<file path="src/rtl/div_unit_pkg.sv">
// Shared definitions for the iterative divider: ALU op codes used by the
// E stage, iteration count and the divider FSM state type.
package div_unit_pkg;

  localparam logic [7:0] EXE_MFHI_OP  = 8'b00010000;
  localparam logic [7:0] EXE_MULT_OP  = 8'b00011000;
  localparam logic [7:0] EXE_MULTU_OP = 8'b00011001;
  localparam logic [7:0] EXE_DIV_OP   = 8'b00011010;
  localparam logic [7:0] EXE_DIVU_OP  = 8'b00011011;

  localparam int unsigned DIV_ITER = 32;

  typedef enum logic [1:0] {
    DIV_IDLE = 2'b00,
    DIV_BUSY = 2'b01,
    DIV_DONE = 2'b10
  } div_state_e;

  function automatic logic is_div_op(input logic [7:0] op);
    return (op == EXE_DIV_OP) || (op == EXE_DIVU_OP);
  endfunction

endpackage

</file>
<file path="src/rtl/div_unit_if.sv">
// E-stage divider bus: decoded op, operands and the stall/result return path.
interface div_unit_if #(
  parameter int unsigned WIDTH = 32
);
  logic [7:0]       alucontrol;
  logic             en_i;
  logic             flush_i;
  logic [WIDTH-1:0] a_i;
  logic [WIDTH-1:0] b_i;
  logic             stall_o;
  logic             done_o;
  logic [WIDTH-1:0] hi_o;
  logic [WIDTH-1:0] lo_o;

  modport master (
    output alucontrol, en_i, flush_i, a_i, b_i,
    input  stall_o, done_o, hi_o, lo_o
  );

  modport slave (
    input  alucontrol, en_i, flush_i, a_i, b_i,
    output stall_o, done_o, hi_o, lo_o
  );
endinterface

</file>
<file path="src/rtl/div_unit_abs.sv">
// Conditional two's-complement negate, used for operand magnitudes and the
// final quotient/remainder sign fix.
module div_abs #(
  parameter int unsigned WIDTH = 32
) (
  input  logic [WIDTH-1:0] val_i,
  input  logic             neg_i,
  output logic [WIDTH-1:0] res_o
);

  always_comb begin
    res_o = val_i;
    if (neg_i) res_o = ~val_i + WIDTH'(1);
  end

endmodule

</file>
<file path="src/rtl/div_unit.sv">
// Radix-2 restoring divider for DIV/DIVU: stalls the pipeline for the
// WIDTH iterations and pulses done_o with quotient on lo_o, remainder on hi_o.
module div_unit
  import div_unit_pkg::*;
#(
  parameter int unsigned WIDTH = DIV_ITER,
  parameter int unsigned CNT_W = 6
) (
  input logic       clk,
  input logic       rst,
  div_unit_if.slave bus
);

  div_state_e       state_q, state_d;
  logic [CNT_W-1:0] cnt_q, cnt_d;
  logic [WIDTH-1:0] rem_q, rem_d;
  logic [WIDTH-1:0] quot_q, quot_d;
  logic [WIDTH-1:0] dvs_q, dvs_d;
  logic [WIDTH-1:0] hi_q, hi_d;
  logic [WIDTH-1:0] lo_q, lo_d;
  logic             neg_a_q, neg_a_d;
  logic             neg_b_q, neg_b_d;
  logic             dvz_q, dvz_d;

  logic             start;
  logic             signed_op;
  logic             a_neg, b_neg;
  logic [WIDTH-1:0] a_mag, b_mag;
  logic [WIDTH:0]   rem_sh;
  logic             rem_ge;
  logic [WIDTH-1:0] rem_nx, quot_nx;
  logic [WIDTH-1:0] q_fix, r_fix;
  logic             last_iter;

  assign signed_op = (bus.alucontrol == EXE_DIV_OP);
  assign start     = bus.en_i & ~bus.flush_i & is_div_op(bus.alucontrol);
  assign a_neg     = signed_op & bus.a_i[WIDTH-1];
  assign b_neg     = signed_op & bus.b_i[WIDTH-1];

  div_abs #(.WIDTH(WIDTH)) u_abs_a (.val_i(bus.a_i), .neg_i(a_neg), .res_o(a_mag));
  div_abs #(.WIDTH(WIDTH)) u_abs_b (.val_i(bus.b_i), .neg_i(b_neg), .res_o(b_mag));

  // The shifted partial remainder needs WIDTH+1 bits for the compare, but the
  // difference is always below the divisor, so WIDTH-bit subtraction suffices.
  assign rem_sh    = {rem_q, quot_q[WIDTH-1]};
  assign rem_ge    = rem_sh >= {1'b0, dvs_q};
  assign rem_nx    = rem_ge ? (rem_sh[WIDTH-1:0] - dvs_q) : rem_sh[WIDTH-1:0];
  assign quot_nx   = {quot_q[WIDTH-2:0], rem_ge};
  assign last_iter = (cnt_q == CNT_W'(WIDTH - 1));

  div_abs #(.WIDTH(WIDTH)) u_fix_q (.val_i(quot_nx), .neg_i(neg_a_q ^ neg_b_q), .res_o(q_fix));
  div_abs #(.WIDTH(WIDTH)) u_fix_r (.val_i(rem_nx),  .neg_i(neg_a_q),           .res_o(r_fix));

  always_comb begin
    state_d = state_q;
    cnt_d   = cnt_q;
    rem_d   = rem_q;
    quot_d  = quot_q;
    dvs_d   = dvs_q;
    hi_d    = hi_q;
    lo_d    = lo_q;
    neg_a_d = neg_a_q;
    neg_b_d = neg_b_q;
    dvz_d   = dvz_q;

    if (bus.flush_i) begin
      state_d = DIV_IDLE;
      cnt_d   = '0;
    end else begin
      unique case (state_q)
        DIV_IDLE: begin
          if (start) begin
            rem_d   = '0;
            quot_d  = a_mag;
            dvs_d   = b_mag;
            neg_a_d = a_neg;
            neg_b_d = b_neg;
            dvz_d   = (bus.b_i == '0);
            cnt_d   = '0;
            state_d = DIV_BUSY;
          end
        end
        DIV_BUSY: begin
          rem_d  = rem_nx;
          quot_d = quot_nx;
          cnt_d  = cnt_q + CNT_W'(1);
          if (last_iter) begin
            state_d = DIV_DONE;
            // With a zero divisor the remainder ends as |a|, so the sign fix
            // restores the raw dividend exactly.
            lo_d    = dvz_q ? '1 : q_fix;
            hi_d    = r_fix;
          end
        end
        DIV_DONE: state_d = DIV_IDLE;
        default:  state_d = DIV_IDLE;
      endcase
    end
  end

  always_ff @(posedge clk) begin
    if (rst) begin
      state_q <= DIV_IDLE;
      cnt_q   <= '0;
      rem_q   <= '0;
      quot_q  <= '0;
      dvs_q   <= '0;
      hi_q    <= '0;
      lo_q    <= '0;
      neg_a_q <= 1'b0;
      neg_b_q <= 1'b0;
      dvz_q   <= 1'b0;
    end else begin
      state_q <= state_d;
      cnt_q   <= cnt_d;
      rem_q   <= rem_d;
      quot_q  <= quot_d;
      dvs_q   <= dvs_d;
      hi_q    <= hi_d;
      lo_q    <= lo_d;
      neg_a_q <= neg_a_d;
      neg_b_q <= neg_b_d;
      dvz_q   <= dvz_d;
    end
  end

  assign bus.stall_o = ((state_q == DIV_IDLE) & start) | (state_q == DIV_BUSY);
  assign bus.done_o  = (state_q == DIV_DONE);
  assign bus.hi_o    = hi_q;
  assign bus.lo_o    = lo_q;

endmodule

</file>
<file path="src/flat_wrapper.sv">
// flat-port wrapper written by rule: the top's interface ports become plain ports
module div_unit_flat import div_unit_pkg::*;
#(
  parameter int unsigned WIDTH = DIV_ITER,
  parameter int unsigned CNT_W = 6
)
  (clk, rst, bus_alucontrol, bus_en_i, bus_flush_i, bus_a_i, bus_b_i, bus_stall_o, bus_done_o, bus_hi_o, bus_lo_o);
  div_unit_if #(.WIDTH(WIDTH)) bus_i ();
  input logic clk;
  input logic rst;
  input wire logic [$bits(bus_i.alucontrol)-1:0] bus_alucontrol;
  input wire logic [$bits(bus_i.en_i)-1:0] bus_en_i;
  input wire logic [$bits(bus_i.flush_i)-1:0] bus_flush_i;
  input wire logic [$bits(bus_i.a_i)-1:0] bus_a_i;
  input wire logic [$bits(bus_i.b_i)-1:0] bus_b_i;
  output wire logic [$bits(bus_i.stall_o)-1:0] bus_stall_o;
  output wire logic [$bits(bus_i.done_o)-1:0] bus_done_o;
  output wire logic [$bits(bus_i.hi_o)-1:0] bus_hi_o;
  output wire logic [$bits(bus_i.lo_o)-1:0] bus_lo_o;
  assign bus_i.alucontrol = bus_alucontrol;
  assign bus_i.en_i = bus_en_i;
  assign bus_i.flush_i = bus_flush_i;
  assign bus_i.a_i = bus_a_i;
  assign bus_i.b_i = bus_b_i;
  assign bus_stall_o = bus_i.stall_o;
  assign bus_done_o = bus_i.done_o;
  assign bus_hi_o = bus_i.hi_o;
  assign bus_lo_o = bus_i.lo_o;
  div_unit #(.WIDTH(WIDTH), .CNT_W(CNT_W)) u_core (.clk(clk), .rst(rst), .bus(bus_i));
endmodule
</file>
<file path="config.mk">
export PLATFORM = sky130hd
export DESIGN_NAME = div_unit_flat
export DESIGN_NICKNAME = d
export VERILOG_FILES = /design/src/rtl/div_unit_pkg.sv /design/src/rtl/div_unit_if.sv /design/src/rtl/div_unit_abs.sv /design/src/rtl/div_unit.sv /design/src/flat_wrapper.sv
export SDC_FILE = /design/constraint.sdc
export NUM_CORES = 1
export LEC_CHECK = 0
export ABC_AREA = 1
export BUFFER_PORTS_ARGS = -buffer_cell sky130_fd_sc_hd__buf_2
export CAP_MARGIN = 20
export CORE_MARGIN = 1.5
export CORE_UTILIZATION = 30
export DETAILED_ROUTE_END_ITERATION = 10
export HOLD_SLACK_MARGIN = 0.1
export SYNTH_ARGS = -nofsm -noshare
export SYNTH_HDL_FRONTEND = slang
export SYNTH_HIERARCHICAL = 1
export SYNTH_SLANG_ARGS = --single-unit
</file>
<file path="constraint.sdc">
create_clock -name clk -period 4.41 [get_ports clk]
set_input_delay 0.2205 -clock clk [delete_from_list [all_inputs] [get_ports clk]]
set_output_delay 0.2205 -clock clk [all_outputs]
set_load 0.01 [all_outputs]
</file>
==> impl_metrics.yaml, run 1 <==
drt:
  wl_per_cell_um: 15.40
  drtPass1Iterations: 6
  viasPerCell: 4.824
  num_vias: 14815
  drc: 0
  drtIter0Drc: 1296
  route.final.wire_length_um: 47290
  ant_nets: 0
critical_path:
  cpMaxStageDelayCell: "ha_1"
  crit_family: "simple AND/OR/NAND/NOR gates"
  worstSetupEndpointType: "flip-flop"
  path_buf_inv: 3
  startpoint_type: "flip-flop"
  cp_max_fo: 24
  worstPathRequired_ps: 4770
  cpPeakStageDelay_ps: 390
  crit_path_frequent_cell: "nand2_1"
  arrival_ps: 4080
  cp_cell_sequence: "inv_1, ha_1, nand2_1, nor2_1, nand3_1, nor2_1, nand2_1, nand2_1, nor2_2, nand2_8, buf_4, o21ai_0, inv_1, ha_1, nand2_2, o21ai_2, nand2_1, xor2_1, o21ai_0, nor2_1"
  critPathKind: "flip-flop to flip-flop"
synthesis:
  synthFlopType: "dfxtp_1"
  syn_area_per_cell_um2: 5.890
  synth_top_area_share_pct: 24.61
  synth_top_area_cell: "dfxtp_1"
  ys_warn_count: 6
  yosysSeqAreaShare_pct: 24.61
  synth.area.top_cells: "dfxtp_1, nand2_1, nor2_1"
  postSynth.asyncResetShare_pct: 0
  synth_fp_nets: 2476
  synth_seq_cells: 171
  synth_edf_count: 0
  synthTopCellsByCount: "nand2_1, nor2_1, inv_1"
  ys_types: 41
  syn-cell-area_um2: 13910
  syn-instance-count: 2362
  yosysMostFrequentCell: "nand2_1"
sta:
  setup_viol: 0
  holdWs_ps: 105.6
  period_needed_ps: 3723
  worst_pin_slew_ps: 742.9
  fin_crit_sh_pct: 84.42
  final.setup.tns_ps: 0
  clock_skew_ps: 13.23
  slew_headroom_pct: 50.42
  grt_setup_unrepaired: "no"
  maxSlewViolCount: 0
  timing.fmax_mhz: 268.6
  hold_viol_final: 0
floorplan:
  die_h_um: 218.3
  fp-row-count: 78
  core_area_um2: 45580
  die_w_um: 218.3
  start_util_pct: 30.52
  ios: 142
  die-area_um2: 47670
clock_network:
  cts_tree: "done"
  cts_made_buffers: 17
  htree_num_levels: 4
  cts_buffer_depth: 2
  cts.sinks: 171
  cts_setup_buffers: 0
  insertion_delay_ps: 460
  clkSlewWorstSetupHoldPaths_ps: 70
  cts-root-buf: "clkbuf_16"
final_layout:
  drive_gt1_share_pct: 13.72
  diodes: 0
  fillerInstances: 5098
  final_area_um2: 15710
  syn_to_final_growth_pct: 12.90
  finalNetCount: 2572
global_route:
  grt_pass1_wl_um: 75000
  antenna_found_initial: 0
  grt_max_degree: 65
  grt_usage_pct: 20.08
  grt_overflow: 0
  grt_pass1_vias: 13944
placed_design:
  gp_congestion: 0.9360
  detailed_place_hpwl_um: 37760
  placed_cell_area_um2: 15070
  port_buffers: 141
pwr:
  power.static_leakage_nw: 7.944
  pwr_density_cell_nw_per_um2: 227.5
  ir_worst_vdd_v: 0.0002818
flow_run:
  maxCapViolations: 0
worst_hold_path:
  min_path_type: "input pin to flip-flop"
status:
  status: "finished, final reports clean"
## cells in the final DEF (no fill, tap or decap), types with 12 or more instances in the layout
cell type,count
a21oi_1,99
a31oi_1,31
and2_1,12
buf_2,141
buf_4,16
clkbuf_16,17
dfxtp_1,171
ha_1,37
inv_1,250
nand2_1,779
nand2_2,35
nand3_1,106
nand3b_1,12
nand4_1,18
nor2_1,314
nor2_2,37
nor2_4,30
nor3_1,39
o21ai_0,162
o21ai_1,12
xnor2_1,36
xor2_1,33
## worst min-delay path, delay by kind of cell
family | cells | cell delay [ps]
AO/OA/AOI/OAI | 1 | 60
buffers and inverters | 1 | 130
AND/OR/NAND/NOR | 1 | 100
## flip-flops by register name, summed over array words and instances (netlist names)
signal           flops
u_core/bus.hi_o     32
u_core/bus.lo_o     32
u_core/dvs_q        32
u_core/quot_q       32
u_core/rem_q        32
u_core/cnt_q         6
u_core/state_q       2
u_core/dvz_q         1
u_core/neg_a_q       1
u_core/neg_b_q       1
## routing by layer
layer / track usage (%) / vias up / part of all wire, %
met4: 7.954 / 0 / 3.2
met5: 0 / - / 0
li1: - / 7630 / -
met2: 33.26 / 399 / 46
met3: 2.630 / 69 / 4.7
met1: 26.24 / 6717 / 46
## per-stage QoR
step           instances  power (mW)  util, %  setup WS (ps)
6_report            3071       3.572    34.46          686.9
5_1_grt             3071       3.712    34.46          309.2
4_1_cts             3071       3.602    34.46          714.4
3_5_place_dp        3037       1.975    33.07          736.8
3_3_place_gp        3037       1.975    33.07          768.7
2_1_floorplan       2362       1.827        -           1602
## repair_timing
| item | CTS | global route |
|---|---|---|
| endpoints found under the hold margin | 2 | 0 |
| resized for setup | 0 | 0 |
| hold buffers | 2 | 0 |
## path summary, 6_finish.rpt
kind / startpoint / end / slack [ps] / cells past startpoint
worst max-delay path: u_core/dvs_q[27]$_SDFFE_PP0P_ / u_core/bus.hi_o[16]$_SDFFE_PP0P_ / 690 / 20
worst min-delay path: bus_a_i[31] / u_core/neg_a_q$_SDFFE_PP0P_ / 110 / 3
worst max register to register: u_core/dvs_q[27]$_SDFFE_PP0P_ / u_core/bus.hi_o[16]$_SDFFE_PP0P_ / 690 / 20
worst min register to register: u_core/dvs_q[16]$_SDFFE_PP0P_ / u_core/dvs_q[16]$_SDFFE_PP0P_ / 460 / 2
## power by group
group          switching (mW)  internal [mW]
Sequential            0.00113           1.54
Clock                   0.717          0.908
Combinational           0.272          0.129
Total                   0.991           2.58
## cells by family after synthesis
kind of cell | Yosys count | synth area share (%)
buffers and inverters | 347 | 10.42
and+or+nand+nor | 1418 | 45.01
DFF | 171 | 24.61
xor gates and xnor gates | 70 | 4.407
adders and majority gates | 38 | 3.472
AOI/OAI and AO/OA | 318 | 12.08
## layout make-up
cell class / count / area (um^2) / share of cell area (%)
clock buffer: 19 / 432.9 / 2.756
multi-input combinational: 1844 / 9054 / 57.64
timing repair buffer: 159 / 845.8 / 5.385
sequential: 171 / 3423 / 21.80
clock inverter: 13 / 182.7 / 1.163
tap: 600 / 750.7 / 4.780
inverter: 265 / 1017 / 6.477
Note: power is estimated with default switching activity, not from simulation.
==> run 2, diff against run 1 <==
--- a/config.mk
+++ b/config.mk
@@ -5,7 +5,7 @@
 export SDC_FILE = /design/constraint.sdc
 export NUM_CORES = 1
 export LEC_CHECK = 0
-export ABC_AREA = 1
+export ABC_AREA = 0
 export BUFFER_PORTS_ARGS = -buffer_cell sky130_fd_sc_hd__buf_2
 export CAP_MARGIN = 20
 export CORE_MARGIN = 1.5
==> constraint.sdc (replaced) <==
create_clock -name clk -period 3.45 [get_ports clk]
set_input_delay 0.1725 -clock clk [delete_from_list [all_inputs] [get_ports clk]]
set_output_delay 0.1725 -clock clk [all_outputs]
set_load 0.01 [all_outputs]
==> run 2 against run 1 <==
Net effect:
- the flow now finishes with violations (setup timing)
- fmax shrank 4.4%
- synthesized area shrank 17%
- die area shrank 17%
- final cell count shrank 23%
- largest cell class unchanged
- clock skew is essentially flat
- clock power grew 23%
- critical path type unchanged
==> impl_metrics.yaml, run 2 <==
synthesis:
  ys_warn_count: 6
  syn-instance-count: 1490
  syn-cell-area_um2: 11570
  synth_edf_count: 0
  yosysMostFrequentCell: "nand2_1"
  synth_top_area_share_pct: 29.58
  synth_fp_nets: 1604
  synthTopCellsByCount: "nand2_1, dfxtp_1, xnor2_1"
  syn_area_per_cell_um2: 7.766
  yosysSeqAreaShare_pct: 29.58
  ys_types: 71
  synth.area.top_cells: "dfxtp_1, xnor2_1, nand2_1"
  synth_top_area_cell: "dfxtp_1"
  postSynth.asyncResetShare_pct: 0
  synthFlopType: "dfxtp_1"
  synth_seq_cells: 171
final_layout:
  drive_gt1_share_pct: 35.47
  finalNetCount: 1939
  final_common_cell: "nand2_1"
  mostFrequentLayoutCells: "nand2_1, buf_4, dfxtp_1"
  final_area_um2: 16660
  final_util_pct: 44.04
  fillerInstances: 3741
  syn_to_final_growth_pct: 44.02
  fin_cells: 2350
sta:
  timing.fmax_mhz: 256.9
  slew_headroom_pct: 28.47
  period_needed_ps: 3893
  grt_setup_unrepaired: "yes"
  fin_crit_sh_pct: 112.8
  setup_viol: 45
  hold_viol_final: 0
  final.setup.tns_ps: -9789
  worst_pin_slew_ps: 1073
  maxSlewViolCount: 0
  clock_skew_ps: 12.97
  layout_setup_ws_ps: -442.7
pwr:
  sw_frac_of_total_pct: 25.83
  p_sw_mw: 1.146
  power_frac_comb_pct: 10.4
  seq_power_share_pct: 44.5
  clkPwrFrac_pct: 45.1
  p_int_mw: 3.289
  ir_worst_vdd_v: 0.0002004
  power.static_leakage_nw: 6.675
  pwr_density_cell_nw_per_um2: 266.1
drt:
  ant_nets: 0
  viasPerCell: 5.067
  drtIter0Drc: 762
  drtPass1Iterations: 5
  num_vias: 11908
  route.final.wire_length_um: 38850
  drc: 0
  wl_per_cell_um: 16.53
global_route:
  grt_overflow: 0
  grt_pass1_wl_um: 60150
  antenna_found_initial: 2
  grt_usage_pct: 18.99
  grt_max_degree: 102
  grt_pass1_vias: 11131
placed_design:
  gp_congestion: 0.8985
  placed_cells: 2242
  detailed_place_hpwl_um: 27830
  placed_cell_area_um2: 14180
  post-place-ws_ps: -598.4
  port_buffers: 141
floorplan:
  die-area_um2: 39760
  start_util_pct: 30.58
  die_w_um: 199.4
  ios: 142
  die_h_um: 199.4
  fp-row-count: 71
  core_area_um2: 37840
critical_path:
  worstSetupEndpointType: "flip-flop"
  cp-startpoint: "u_core/quot_q[31]$_SDFFE_PP0P_"
  r2r_start: "u_core/quot_q[31]$_SDFFE_PP0P_"
  cp_max_fo: 4
  startpoint_type: "flip-flop"
  critPathKind: "flip-flop to flip-flop"
  arrival_ps: 4260
  worstPathRequired_ps: 3820
status:
  violations: "setup timing"
  status: "complete, but fails checks"
flow_run:
  maxCapViolations: 0
clock_network:
  cts.sinks: 171
  cts_tree: "done"
  cts_made_buffers: 17
  clkSlewWorstSetupHoldPaths_ps: 80
  insertion_delay_ps: 440
  htree_num_levels: 4
  cts_buffer_depth: 2
  cts-root-buf: "clkbuf_16"
worst_hold_path:
  hp-start: "bus_a_i[14]"
  min_path_type: "input pin to flip-flop"
## run 2: changes by cell type after synthesis, moves of 35 or more
cell     before  now
nand2_1     780  292
nor3_1       39   79
nor2_2       35    0
xnor2_1      36  134
nand3_1     106   19
nor2_1      316  100
o21ai_0     162   79
inv_1       251   51
## run 2: repair_timing
item | CTS | global route
gates resized for setup | 136 | 112
cloned | 2 | 0
buffers inserted | 43 | 17
hold buffers | 18 | 0
pin swaps | 63 | 68
endpoints found under the setup margin | 56 | 57
endpoints found under the hold margin | 18 | 0
## run 2: critical path, cell delays in order (launching register included)
cell,delay (ps)
dfxtp_2,320
inv_2,70
ha_4,130
inv_2,40
fa_2,390
a211oi_4,280
o21ai_2,110
and2_4,190
a311oi_2,280
nor2b_2,90
o31a_1,280
o21ai_1,110
a211oi_1,80
a21o_1,200
nor4_4,130
buf_4,160
nand4b_4,120
buf_6,140
o41ai_4,330
xnor2_1,160
nand2_1,70
a21oi_1,150
## run 2: worst paths after layout
kind	endpoint	slack, ps	cells past startpoint
max	u_core/bus.hi_o[31]$_SDFFE_PP0P_	-440	21
min	u_core/quot_q[14]$_SDFFE_PP0P_	110	4
max reg2reg	u_core/bus.hi_o[31]$_SDFFE_PP0P_	-440	21
min reg2reg	u_core/bus.hi_o[4]$_SDFFE_PP0P_	450	2
## run 2: routing by layer
| metal | global-route usage (%) | up-vias | share of wire (%) |
|---|---|---|---|
| li1 | - | 5970 | - |
| met5 | 0 | - | 0 |
| met3 | 2.987 | 37 | 4.9 |
| met2 | 29.31 | 290 | 45 |
| met4 | 4.845 | 0 | 1.5 |
| met1 | 27.33 | 5611 | 48 |
## run 2: layout make-up
type / instances / area (um^2) / share of cell area (%)
sequential: 171 / 3436 / 20.62
antenna: 1 / 2.502 / 0.01502
multi-input combinational: 1177 / 8859 / 53.16
clock buffer: 20 / 446.7 / 2.680
inverter: 51 / 193.9 / 1.164
tap: 511 / 639.4 / 3.837
clock inverter: 12 / 151.4 / 0.9085
timing repair buffer: 407 / 2937 / 17.62
## run 2: power groups by stage
stage | combinational, mW | clock [mW] | sequential [mW]
2_1_floorplan | 0.186 | 0 | 2.02
3_3_place_gp | 0.352 | 0 | 2.02
3_5_place_dp | 0.356 | 0 | 2.02
4_1_cts | 0.432 | 2.04 | 1.97
5_1_grt | 0.496 | 2.11 | 1.97
6_report | 0.461 | 2.00 | 1.98
## run 2: cell families after synthesis
| group | count (synthesis) | share of synthesized area [%] |
|---|---|---|
| compound gates | 369 | 22.82 |
| xor+xnor | 147 | 11.13 |
| fa+ha+maj | 38 | 4.174 |
| buf+inv | 143 | 4.985 |
| flops | 171 | 29.58 |
| mux | 9 | 1.038 |
| simple gates | 613 | 26.28 |
## run 2: per-stage QoR
stage          hold WS (ps)  power, mW
6_report              109.6      4.434
5_1_grt               110.7      4.583
4_1_cts               101.2      4.442
3_5_place_dp          444.2      2.376
3_3_place_gp          432.7      2.373
2_1_floorplan         363.2      2.207
==> run 3, diff against run 2 <==
--- a/config.mk
+++ b/config.mk
@@ -5,7 +5,7 @@
 export SDC_FILE = /design/constraint.sdc
 export NUM_CORES = 1
 export LEC_CHECK = 0
-export ABC_AREA = 0
+export ABC_AREA = 1
 export BUFFER_PORTS_ARGS = -buffer_cell sky130_fd_sc_hd__buf_2
 export CAP_MARGIN = 20
 export CORE_MARGIN = 1.5
==> run 3 against run 2 <==
Net effect:
- the flow now finishes without violations
- global-route usage increased by 0.91 points
- flip-flop and latch count unchanged
- utilization decreased by 7.6 points
- critical path depth increased by 1
- sequential power about the same
- non-clock buffer count decreased by 192
- first-iteration DRC count increased by 65%
==> impl_metrics.yaml, run 3 (same netlist as run 1, synthesis figures left out) <==
status:
  status: "finished, final reports clean"
pwr:
  pwr_density_cell_nw_per_um2: 278.1
  ir_worst_vdd_v: 0.0003344
  total_power_mw: 4.620
  power.static_leakage_nw: 8.284
critical_path:
  critPathKind: "flip-flop to flip-flop"
  worstPathRequired_ps: 3790
  worstSetupEndpointType: "flip-flop"
  r2r_start: "u_core/dvs_q[8]$_SDFFE_PP0P_"
  r2r-end: "u_core/bus.hi_o[15]$_SDFFE_PP0P_"
  arrival_ps: 3610
  cp_max_fo: 18
  reg2regPathDepth: 22
  startpoint_type: "flip-flop"
  reg2reg_slack_ps: 180
floorplan:
  die-area_um2: 47670
  fp-row-count: 78
  start_util_pct: 30.52
  die_w_um: 218.3
  die_h_um: 218.3
  ios: 142
  core_area_um2: 45580
global_route:
  grt_overflow: 0
  grt_usage_pct: 19.90
  antenna_found_initial: 1
  grt_max_degree: 97
  grt_pass1_vias: 14188
  grt_pass1_wl_um: 75350
sta:
  holdWs_ps: 129.5
  hold_viol_final: 0
  worst_pin_slew_ps: 923.8
  period_needed_ps: 3266
  fin_crit_sh_pct: 94.68
  grt_setup_unrepaired: "yes"
  maxSlewViolCount: 0
  timing.fmax_mhz: 306.2
  setup_viol: 0
  clock_skew_ps: 11.08
  slew_headroom_pct: 38.41
clock_network:
  cts_buffer_depth: 2
  clkSlewWorstSetupHoldPaths_ps: 80
  cts-root-buf: "clkbuf_16"
  cts.sinks: 171
  insertion_delay_ps: 450
  cts_tree: "done"
  cts_made_buffers: 17
  htree_num_levels: 4
final_layout:
  syn_to_final_growth_pct: 19.43
  fillerInstances: 4972
  diodes: 0
  finalNetCount: 2628
  mostFrequentLayoutCells: "nand2_1, nor2_1, inv_1"
  drive_gt1_share_pct: 18.52
  final_common_cell: "nand2_1"
  final_area_um2: 16610
drt:
  viasPerCell: 4.787
  route.final.wire_length_um: 47310
  num_vias: 14969
  ant_nets: 0
  drtPass1Iterations: 5
  drtIter0Drc: 1260
  drc: 0
  wl_per_cell_um: 15.13
worst_hold_path:
  holdPathEnd: "u_core/quot_q[19]$_SDFFE_PP0P_"
  hp-start: "bus_a_i[19]"
  min_path_type: "input pin to flip-flop"
  holdPathStages: 5
placed_design:
  detailed_place_hpwl_um: 37590
  placed_cell_area_um2: 15430
  port_buffers: 141
  gp_congestion: 0.9296
flow_run:
  maxCapViolations: 0
[run 3: changes by cell type in the layout (fill, tap and decap cells not counted), moves of 24 or more]
| cell | change |
|---|---|
| nor2_1 | +196 |
| inv_1 | +207 |
| nor2_2 | +50 |
| nand2_1 | +481 |
| xnor2_1 | -88 |
| a22o_1 | -30 |
| nand3_1 | +93 |
| a31oi_1 | +27 |
| a311oi_1 | -32 |
| nand2_2 | +46 |
| o21ai_0 | +107 |
| buf_6 | -24 |
| buf_4 | -159 |
| nor2_4 | +35 |
[run 3: area by class of cell]
cell class / instances / area [um^2] / area share [%]
tap: 600 / 750.7 / 4.518
multi-input combinational: 1844 / 9455 / 56.91
inverter: 265 / 1022 / 6.153
timing repair buffer: 215 / 1334 / 8.028
clock inverter: 15 / 192.7 / 1.160
clock buffer: 17 / 425.4 / 2.560
sequential: 171 / 3435 / 20.67
[run 3: worst max path at each step]
stage | startpoint | end | slack [ps]
2_1_floorplan | u_core/dvs_q[8]$_SDFFE_PP0P_ | u_core/bus.hi_o[12]$_SDFFE_PP0P_ | 640
3_3_place_gp | u_core/quot_q[31]$_SDFFE_PP0P_ | u_core/bus.hi_o[18]$_SDFFE_PP0P_ | -10
3_5_place_dp | u_core/quot_q[31]$_SDFFE_PP0P_ | u_core/bus.hi_o[18]$_SDFFE_PP0P_ | 40
4_1_cts | u_core/quot_q[31]$_SDFFE_PP0P_ | u_core/bus.hi_o[24]$_SDFFE_PP0P_ | 10
5_1_grt | u_core/dvs_q[8]$_SDFFE_PP0P_ | u_core/bus.hi_o[24]$_SDFFE_PP0P_ | -60
6_report | u_core/dvs_q[8]$_SDFFE_PP0P_ | u_core/bus.hi_o[15]$_SDFFE_PP0P_ | 180
[run 3: report_power, final]
group          total [mW]  switching [mW]  internal, mW
clock                2.09           0.979          1.11
combinational       0.556           0.357         0.198
sequential           1.97         0.00150          1.97
[run 3: what timing repair did]
| action | CTS | global route |
|---|---|---|
| gates resized for setup | 0 | 105 |
| endpoints found under the hold margin | 14 | 0 |
| hold buffers | 14 | 0 |
| endpoints found under the setup margin | 0 | 28 |
| setup buffers | 0 | 1 |
[run 3: routing by layer]
| layer | up-vias | GRT usage [%] | routed length [um] |
|---|---|---|---|
| met2 | 357 | 32.95 | 22010 |
| met5 | - | 0 | 13 |
| met1 | 6816 | 26.90 | 22150 |
| met3 | 49 | 2.310 | 2197 |
| li1 | 7745 | - | - |
| met4 | 2 | 5.954 | 935 |
[run 3: worst max-delay path, stage by stage (launching register included)]
cell     delay [ps]
dfxtp_1         330
inv_1            60
ha_2            390
nand2_2         110
nor2_4          170
nand2_1          90
nor2_1          130
nand2_1          80
nand2_1         110
nor2_4           60
nand2_8         130
inv_8            70
buf_12          160
nand2_1          60
nand2_1         120
nor2_1          210
nand2_1         140
nor2_2          140
nand2_2          90
nand2_4         100
xnor2_1         100
o21ai_0         230
nor2_1           60
[run 3: metrics by stage]
stage          cells  setup TNS (ps)  util (%)  setup slack (ps)
4_1_cts         3126               0     35.52             9.673
2_1_floorplan   2362               0         -             641.9
6_report        3127               0     36.45             183.6
3_3_place_gp    3080          -11.68     33.86            -11.68
5_1_grt         3127          -328.5     36.45            -64.23
3_5_place_dp    3080               0     33.86             38.98
